File: src/rtl/riscmakers_icache_refill_adapter.sv
// riscmakers_icache_refill_adapter: turns one icache refill request into one AR/R read burst and returns the assembled line.
// Optional perf counters are enabled by defining RISCMAKERS_IREFILL_PERF_EN.
package riscmakers_icache_refill_pkg;
   localparam int unsigned PLEN               = 56;
   localparam int unsigned ICACHE_LINE_WIDTH  = 128;
   localparam int unsigned ICACHE_SET_ASSOC   = 4;
   localparam int unsigned ICACHE_INDEX_WIDTH = 12;
   localparam int unsigned CACHE_ID_WIDTH     = 2;

   typedef enum logic [1:0] {ICACHE_INV_REQ, ICACHE_IFILL_ACK} icache_in_t;

   typedef struct packed {
      logic                                vld;
      logic                                all;
      logic [ICACHE_INDEX_WIDTH-1:0]       idx;
      logic [$clog2(ICACHE_SET_ASSOC)-1:0] way;
   } icache_inval_t;

   typedef struct packed {
      logic [$clog2(ICACHE_SET_ASSOC)-1:0] way;
      logic [PLEN-1:0]                     paddr;
      logic                                nc;
      logic [CACHE_ID_WIDTH-1:0]           tid;
   } icache_req_t;

   typedef struct packed {
      icache_in_t                     rtype;
      logic [ICACHE_LINE_WIDTH-1:0]   data;
      icache_inval_t                  inv;
      logic [CACHE_ID_WIDTH-1:0]      tid;
   } icache_rtrn_t;
endpackage

module riscmakers_icache_refill_adapter
   import riscmakers_icache_refill_pkg::*;
#(
   parameter int unsigned LINE_WIDTH = ICACHE_LINE_WIDTH,
   parameter int unsigned BUS_WIDTH  = 64,
   parameter int unsigned ADDR_WIDTH = PLEN,
   parameter int unsigned NUM_BEATS  = LINE_WIDTH / BUS_WIDTH
) (
   input  logic                  clk_i,
   input  logic                  rst_ni,
   input  logic                  mem_data_req_i,
   output logic                  mem_data_ack_o,
   input  icache_req_t           mem_data_i,
   output logic                  mem_rtrn_vld_o,
   output icache_rtrn_t          mem_rtrn_o,
   output logic                  bus_ar_valid_o,
   input  logic                  bus_ar_ready_i,
   output logic [ADDR_WIDTH-1:0] bus_ar_addr_o,
   output logic [7:0]            bus_ar_len_o,
   input  logic                  bus_r_valid_i,
   output logic                  bus_r_ready_o,
   input  logic [BUS_WIDTH-1:0]  bus_r_data_i,
   input  logic                  bus_r_last_i
`ifdef RISCMAKERS_IREFILL_PERF_EN
   ,
   output logic [31:0]           perf_refills_o,
   output logic [31:0]           perf_busy_cycles_o
`endif
);
   localparam int unsigned CntW = $clog2(NUM_BEATS + 1);
   localparam logic [ADDR_WIDTH-1:0] NcMask   = ~ADDR_WIDTH'(7);
   localparam logic [ADDR_WIDTH-1:0] LineMask = ~ADDR_WIDTH'(LINE_WIDTH / 8 - 1);

   typedef enum logic [1:0] {IDLE, ADDR, DATA, RETURN} state_e;

   state_e                    state_q, state_d;
   logic [ADDR_WIDTH-1:0]     paddr_q, paddr_d;
   logic                      nc_q, nc_d;
   logic [CACHE_ID_WIDTH-1:0] tid_q, tid_d;
   logic [LINE_WIDTH-1:0]     line_q, line_d;
   logic [CntW-1:0]           cnt_q, cnt_d;
   logic                      unused_way;

   assign unused_way = ^mem_data_i.way;

   always_ff @(posedge clk_i or negedge rst_ni) begin
      if (!rst_ni) begin
         state_q <= IDLE;
         paddr_q <= '0;
         nc_q    <= 1'b0;
         tid_q   <= '0;
         line_q  <= '0;
         cnt_q   <= '0;
      end else begin
         state_q <= state_d;
         paddr_q <= paddr_d;
         nc_q    <= nc_d;
         tid_q   <= tid_d;
         line_q  <= line_d;
         cnt_q   <= cnt_d;
      end
   end

   always_comb begin
      state_d = state_q;
      paddr_d = paddr_q;
      nc_d    = nc_q;
      tid_d   = tid_q;
      line_d  = line_q;
      cnt_d   = cnt_q;
      unique case (state_q)
         IDLE: if (mem_data_ack_o) begin
            state_d = ADDR;
            paddr_d = mem_data_i.paddr[ADDR_WIDTH-1:0];
            nc_d    = mem_data_i.nc;
            tid_d   = mem_data_i.tid;
            line_d  = '0;
            cnt_d   = '0;
         end
         ADDR: if (bus_ar_ready_i) state_d = DATA;
         DATA: if (bus_r_valid_i) begin
            if (nc_q) begin
               line_d  = {NUM_BEATS{bus_r_data_i}};
               state_d = RETURN;
            end else begin
               // an early last leaves the lanes above this beat at their cleared value
               line_d[cnt_q*BUS_WIDTH +: BUS_WIDTH] = bus_r_data_i;
               cnt_d = cnt_q + 1'b1;
               if (bus_r_last_i || cnt_d == CntW'(NUM_BEATS)) state_d = RETURN;
            end
         end
         RETURN: state_d = IDLE;
         default: state_d = IDLE;
      endcase
   end

   always_comb begin
      mem_data_ack_o = rst_ni && state_q == IDLE && mem_data_req_i;
      bus_ar_valid_o = state_q == ADDR;
      bus_ar_addr_o  = bus_ar_valid_o ? paddr_q & (nc_q ? NcMask : LineMask) : '0;
      bus_ar_len_o   = bus_ar_valid_o && !nc_q ? 8'(NUM_BEATS - 1) : 8'd0;
      bus_r_ready_o  = state_q == DATA;
      mem_rtrn_vld_o = state_q == RETURN;
      mem_rtrn_o     = '0;
      if (mem_rtrn_vld_o) begin
         mem_rtrn_o.rtype = ICACHE_IFILL_ACK;
         mem_rtrn_o.data  = line_q;
         mem_rtrn_o.tid   = tid_q;
      end
   end

`ifdef RISCMAKERS_IREFILL_PERF_EN
   logic [31:0] refills_q, busy_q;

   always_ff @(posedge clk_i or negedge rst_ni) begin
      if (!rst_ni) begin
         refills_q <= '0;
         busy_q    <= '0;
      end else begin
         if (state_q == RETURN && refills_q != '1) refills_q <= refills_q + 1'b1;
         if (state_q != IDLE && busy_q != '1) busy_q <= busy_q + 1'b1;
      end
   end

   assign perf_refills_o     = refills_q;
   assign perf_busy_cycles_o = busy_q;
`endif
endmodule

File: config.mk
export PLATFORM = sky130hd
export DESIGN_NAME = riscmakers_icache_refill_adapter
export DESIGN_NICKNAME = d
export VERILOG_FILES = /design/src/rtl/riscmakers_icache_refill_adapter.sv
export SDC_FILE = /design/constraint.sdc
export NUM_CORES = 1
export LEC_CHECK = 0
export ABC_AREA = 0
export BUFFER_PORTS_ARGS = -buffer_cell sky130_fd_sc_hd__buf_2
export CAP_MARGIN = 20
export CORE_MARGIN = 2
export CORE_UTILIZATION = 28
export CTS_BUF_LIST = sky130_fd_sc_hd__clkbuf_16
export CTS_CLUSTER_SIZE = 40
export DETAILED_ROUTE_END_ITERATION = 16
export PLACE_DENSITY = 0.56
export SLEW_MARGIN = 10
export SYNTH_ARGS = -nofsm -noshare
export SYNTH_HDL_FRONTEND = slang
export SYNTH_SLANG_ARGS = --single-unit
export TNS_END_PERCENT = 5
File: constraint.sdc
create_clock -name clk_i -period 2.2 [get_ports clk_i]
set_input_delay 0.44 -clock clk_i [delete_from_list [all_inputs] [get_ports clk_i]]
set_output_delay 0.44 -clock clk_i [all_outputs]
set_load 0.05 [all_outputs]
==> metrics.md <==
| Metric | Value |
|---|---|
| Cts hold-fix bufs | `0` |
| Layout area overhead | `40.65%` |
| H-tree depth reported by CTS | `4` |
| Die area | `roughly 38,000 sq um` |
| Main combinational cell family by area after synthesis | `multiplexers` |
| RSZ-0062 raised after global routing | `yes` |
| Combinational share of power | `0.583` |
| Setup-failing EPs final | `101` |
| Worst setup SP type | `flip-flop` |
| Crit path capture | `mem_rtrn_o[88]` |
| Sequential share of power | `0.267` |
| N_diodes | `0` |
| GPL Wtd Cong | `0.7497` |
| Fmax | `447.2 MHz` |
| Final period utilization | `1.016` |
| Antenna-violating nets left | `0` |
| Crit path launch | `state_q[0]$_DFFE_PN0P_` |
| Post-Syn Area per Cell | `between 10 and 15 sq um` |
| Critical path buffers and inverters | `4` |
| First-pass GRT wire length | `around 46,000 um` |
| Synth Area in Adders | `0.009744` |
| Number of fill cells | `3,561` |
| CTS sink cnt | `188` |
| CTS tree | `done` |
| WS Path Type | `flip-flop to output port` |
| Initial antenna violation count | `2` |
| Seq. cell area | `about 4700 sq um` |
| Largest net degree at the start of global routing | `155` |
| Sw power | `~8.8 mW` |
| Ys Warns | `0` |
| Num CTS Buffers | `17` |
| Drt total wl | `approximately 31,000 um` |
| Hold Path Class | `primary input to async pin` |
| Clock power share | `0.150` |
| Failing checks | `setup timing` |
| Slew margin rel. | `0.4068` |
| Post-placement cell area | `approximately 12,000 sq um` |
| IO Pins | `347` |
| Clock skew | `around 0.011 ns` |
| Slew @ Worst Pin | `between 0.8 and 0.9 ns` |
| Buffers added on ports | `between 300 and 400` |
| Layout Nets | `about 1,400` |
| DR DRC count | `0` |
| Routed WL per cell | `17.98 um` |
| Clock Latency Late Sink | `approximately 0.45 ns` |
| Switching Fraction | `0.4474` |
| R2R cell count | `7` |
| Synth cell types | `37` |
| Crit path time final | `approximately 2.2 ns` |
| Initial Utilization | `0.2826` |
| Setup TNS | `-1.857 ns` |
| Post-Layout Inst Area | `14,450 sq um` |
| Int Pwr | `10.89 mW` |
| Overall Global Routing Usage | `0.1563` |
| Multi-input gate area | `just under 5000 sq um` |
| Pwr/cell area | `roughly 1400 nW/um^2` |
| Leak Pwr | `~7 nW` |
| Count of final hold-check violations | `0` |
| Compound-Gate Fraction of Synth Area | `0.07588` |
| Worst-path fanout max | `19` |
| Seq/Total Area, Yosys | `0.4580` |
| Worst path arrival time | `about 1.8 ns` |
| GRT overflow | `0` |
| Layout cells sized above 1 | `0.4374` |
| Run status | `complete, but fails checks` |
| Post-synthesis mux area share | `0.2041` |
| Drt first-iter violations | `341` |
| Via count | `just under 8,000` |
| Post-synthesis cell area | `approximately 10,000 sq um` |
| Syn Inst Count | `around 950` |
| CP top delay family | `buffers and inverters` |
| Maxcap violations | `0` |
| Vias in the first global route | `~8,000` |
| Worst setup margin | `-0.03599 ns` |
| Number of synthesized register bits | `188` |
| Worst r2r src | `state_q[1]$_DFFE_PN0P_` |
| Critical path capture point type | `output port` |
| Fin util | `0.3975` |
| Synth Area in XOR/XNOR | `0` |
| Final HPWL DP | `about 19,000 um` |
| Final Max Tran Viols | `0` |
| Worst EP required | `roughly 1.8 ns` |
| Simple-gate share of the synthesized area | `0.1473` |
| Area of the core | `36,350 sq um` |
| Die width | `~200 um` |
| Detailed Routing Iterations Pass 1 | `4` |
| Largest buffer count on any clock path | `2` |
| Root buffer cell | `clkbuf_16` |
| Worst path cell trace | `buf_6, ha_4, buf_12, buf_12, and2_1, buf_6` |
| WP depth | `6` |
| Reg clk slew, reported paths | `roughly 0.08 ns` |
| DIE HEIGHT | `between 150 and 200 um` |
| Slowest CP cell | `dfrtp_1` |
| # rows | `70` |
| VDD IR max | `~1.0 mV` |
| Flop-to-flop setup slack | `between 0.1 and 0.15 ns` |
| Vias per inst | `between 4 and 5` |
| Largest stage delay on the critical path | `0.36 ns` |
| R2r endpoint | `line_q[103]$_DFFE_PN0P_` |
## worst register-to-register path: cells and delay by family (launching register included)
family	cells	cell delay, ns
buffers and inverters	3	0.66
DFF	1	0.44
muxes	2	0.40
and+or+nand+nor	1	0.29
adders and majority gates	1	0.20
## through the flow
step | cells | worst slack [ns] | power, mW | hold WS, ns
after CTS | 1720 | -0.1257 | 19.01 | 0.08652
after global routing | 1730 | -0.1226 | 20.87 | 0.1166
after global placement | 1688 | 0.1564 | 15.18 | 0.4796
final | 1730 | -0.03599 | 19.71 | 0.09906
after detailed placement | 1688 | 0.09531 | 15.30 | 0.4873
after floorplan | 980 | -0.1047 | 12.89 | 0.1444
## synthesized netlist by cell type
cell / number / area (sq um)
buf_4: 29 / 217.7
mux2i_2: 1 / 13.76
o21bai_1: 35 / 262.8
nor3_1: 1 / 5.000
and3_1: 1 / 6.260
buf_12: 9 / 180.2
nor3b_1: 2 / 15.01
buf_1: 3 / 11.26
o211ai_1: 59 / 442.9
nor3b_2: 1 / 12.51
buf_6: 4 / 45.04
nor2b_1: 2 / 12.51
a2111oi_2: 1 / 15.01
a21boi_4: 1 / 18.77
mux2_4: 31 / 465.5
buf_8: 1 / 15.01
inv_1: 100 / 375.4
nor2_1: 36 / 135.1
o32a_1: 1 / 10.01
a31oi_2: 1 / 12.51
mux2i_1: 93 / 930.9
nand2_1: 36 / 135.1
nand2b_1: 1 / 6.260
and2_1: 182 / 1139
nor3_2: 1 / 10.01
o2bb2ai_1: 1 / 8.760
or4_1: 1 / 7.510
ha_1: 8 / 100.1
buf_2: 13 / 65.06
mux2_2: 61 / 686.9
dfrtp_1: 188 / 4705
o41ai_1: 1 / 8.760
clkbuf_1: 44 / 165.2
nor4b_1: 1 / 8.760
and4b_1: 1 / 10.01
nand3_1: 2 / 10.01
conb_1: 1 / 3.750
## flip-flops by register name, indices dropped and copies added, names as in the netlist
name     flops
line_q     128
paddr_q     53
cnt_q        2
state_q      2
tid_q        2
nc_q         1
## power groups by stage
stage / Combinational (mW) / Clock, mW / Sequential (mW)
detailed placement: 10.0 / 0 / 5.29
CTS: 10.7 / 3.07 / 5.24
floorplan: 7.86 / 0 / 5.04
finish: 11.5 / 2.95 / 5.27
global route: 12.3 / 3.19 / 5.42
global placement: 9.93 / 0 / 5.25
## how the worst min path moves through the flow
stage	from	end	slack (ns)	cells after the start
final	rst_ni	state_q[0]$_DFFE_PN0P_	0.1	2
after global routing	rst_ni	state_q[0]$_DFFE_PN0P_	0.12	2
after CTS	rst_ni	state_q[0]$_DFFE_PN0P_	0.09	2
after detailed placement	paddr_q[25]$_DFFE_PN0P_	paddr_q[25]$_DFFE_PN0P_	0.49	1
after global placement	paddr_q[16]$_DFFE_PN0P_	paddr_q[16]$_DFFE_PN0P_	0.48	1
after floorplan	rst_ni	cnt_q[0]$_DFFE_PN0P_	0.14	0
## final cells by class
| cell class | count | share of cell area |
|---|---|---|
| inverters | 100 | 0.02598 |
| multi-input cells | 589 | 0.3343 |
| flip-flops and latches | 188 | 0.3260 |
| repair buffers | 355 | 0.2366 |
| clock buffers | 17 | 0.02944 |
| well taps | 468 | 0.04053 |
| clock inverters | 13 | 0.007188 |
## placed cells by master (no fill, tap or decap), types with 2 or more instances in the layout
cell,n
buf_12,15
ha_4,3
nand2_1,36
clkinv_2,2
clkbuf_16,20
buf_6,161
buf_16,3
buf_8,21
buf_2,126
conb_1,27
nor3b_2,2
o21bai_1,35
o211ai_1,59
inv_1,99
clkinv_1,4
mux2_2,61
and2_1,121
nor2_1,36
clkinvlp_4,3
mux2i_1,93
mux2_4,31
ha_1,4
buf_4,25
clkinv_4,2
dfrtp_1,186
and2_4,61
## metal layers
metal / GRT usage / wire length (um) / vias to the layer above
met3: 0.04715 / 2153 / 16
li1: - / - / 3647
met2: 0.2544 / 14720 / 260
met4: 0.04382 / 357 / 0
met1: 0.2012 / 13870 / 3868
met5: 0 / 0 / -
## kinds of logic after synthesis
| group | after synthesis |
|---|---|
| compound gates | 100 |
| other cells | 1 |
| buf+inv | 203 |
| mux | 186 |
| fa+ha+maj | 8 |
| flops | 188 |
| simple gates | 268 |
## what timing repair did
action                                  in CTS  in global routing
pin swaps                                    1                  3
setup buffers                                1                  2
cloned                                       1                  8
gates resized for setup                    319                148
endpoints found under the setup margin     188                189
Power figures use the tool's default switching activity.
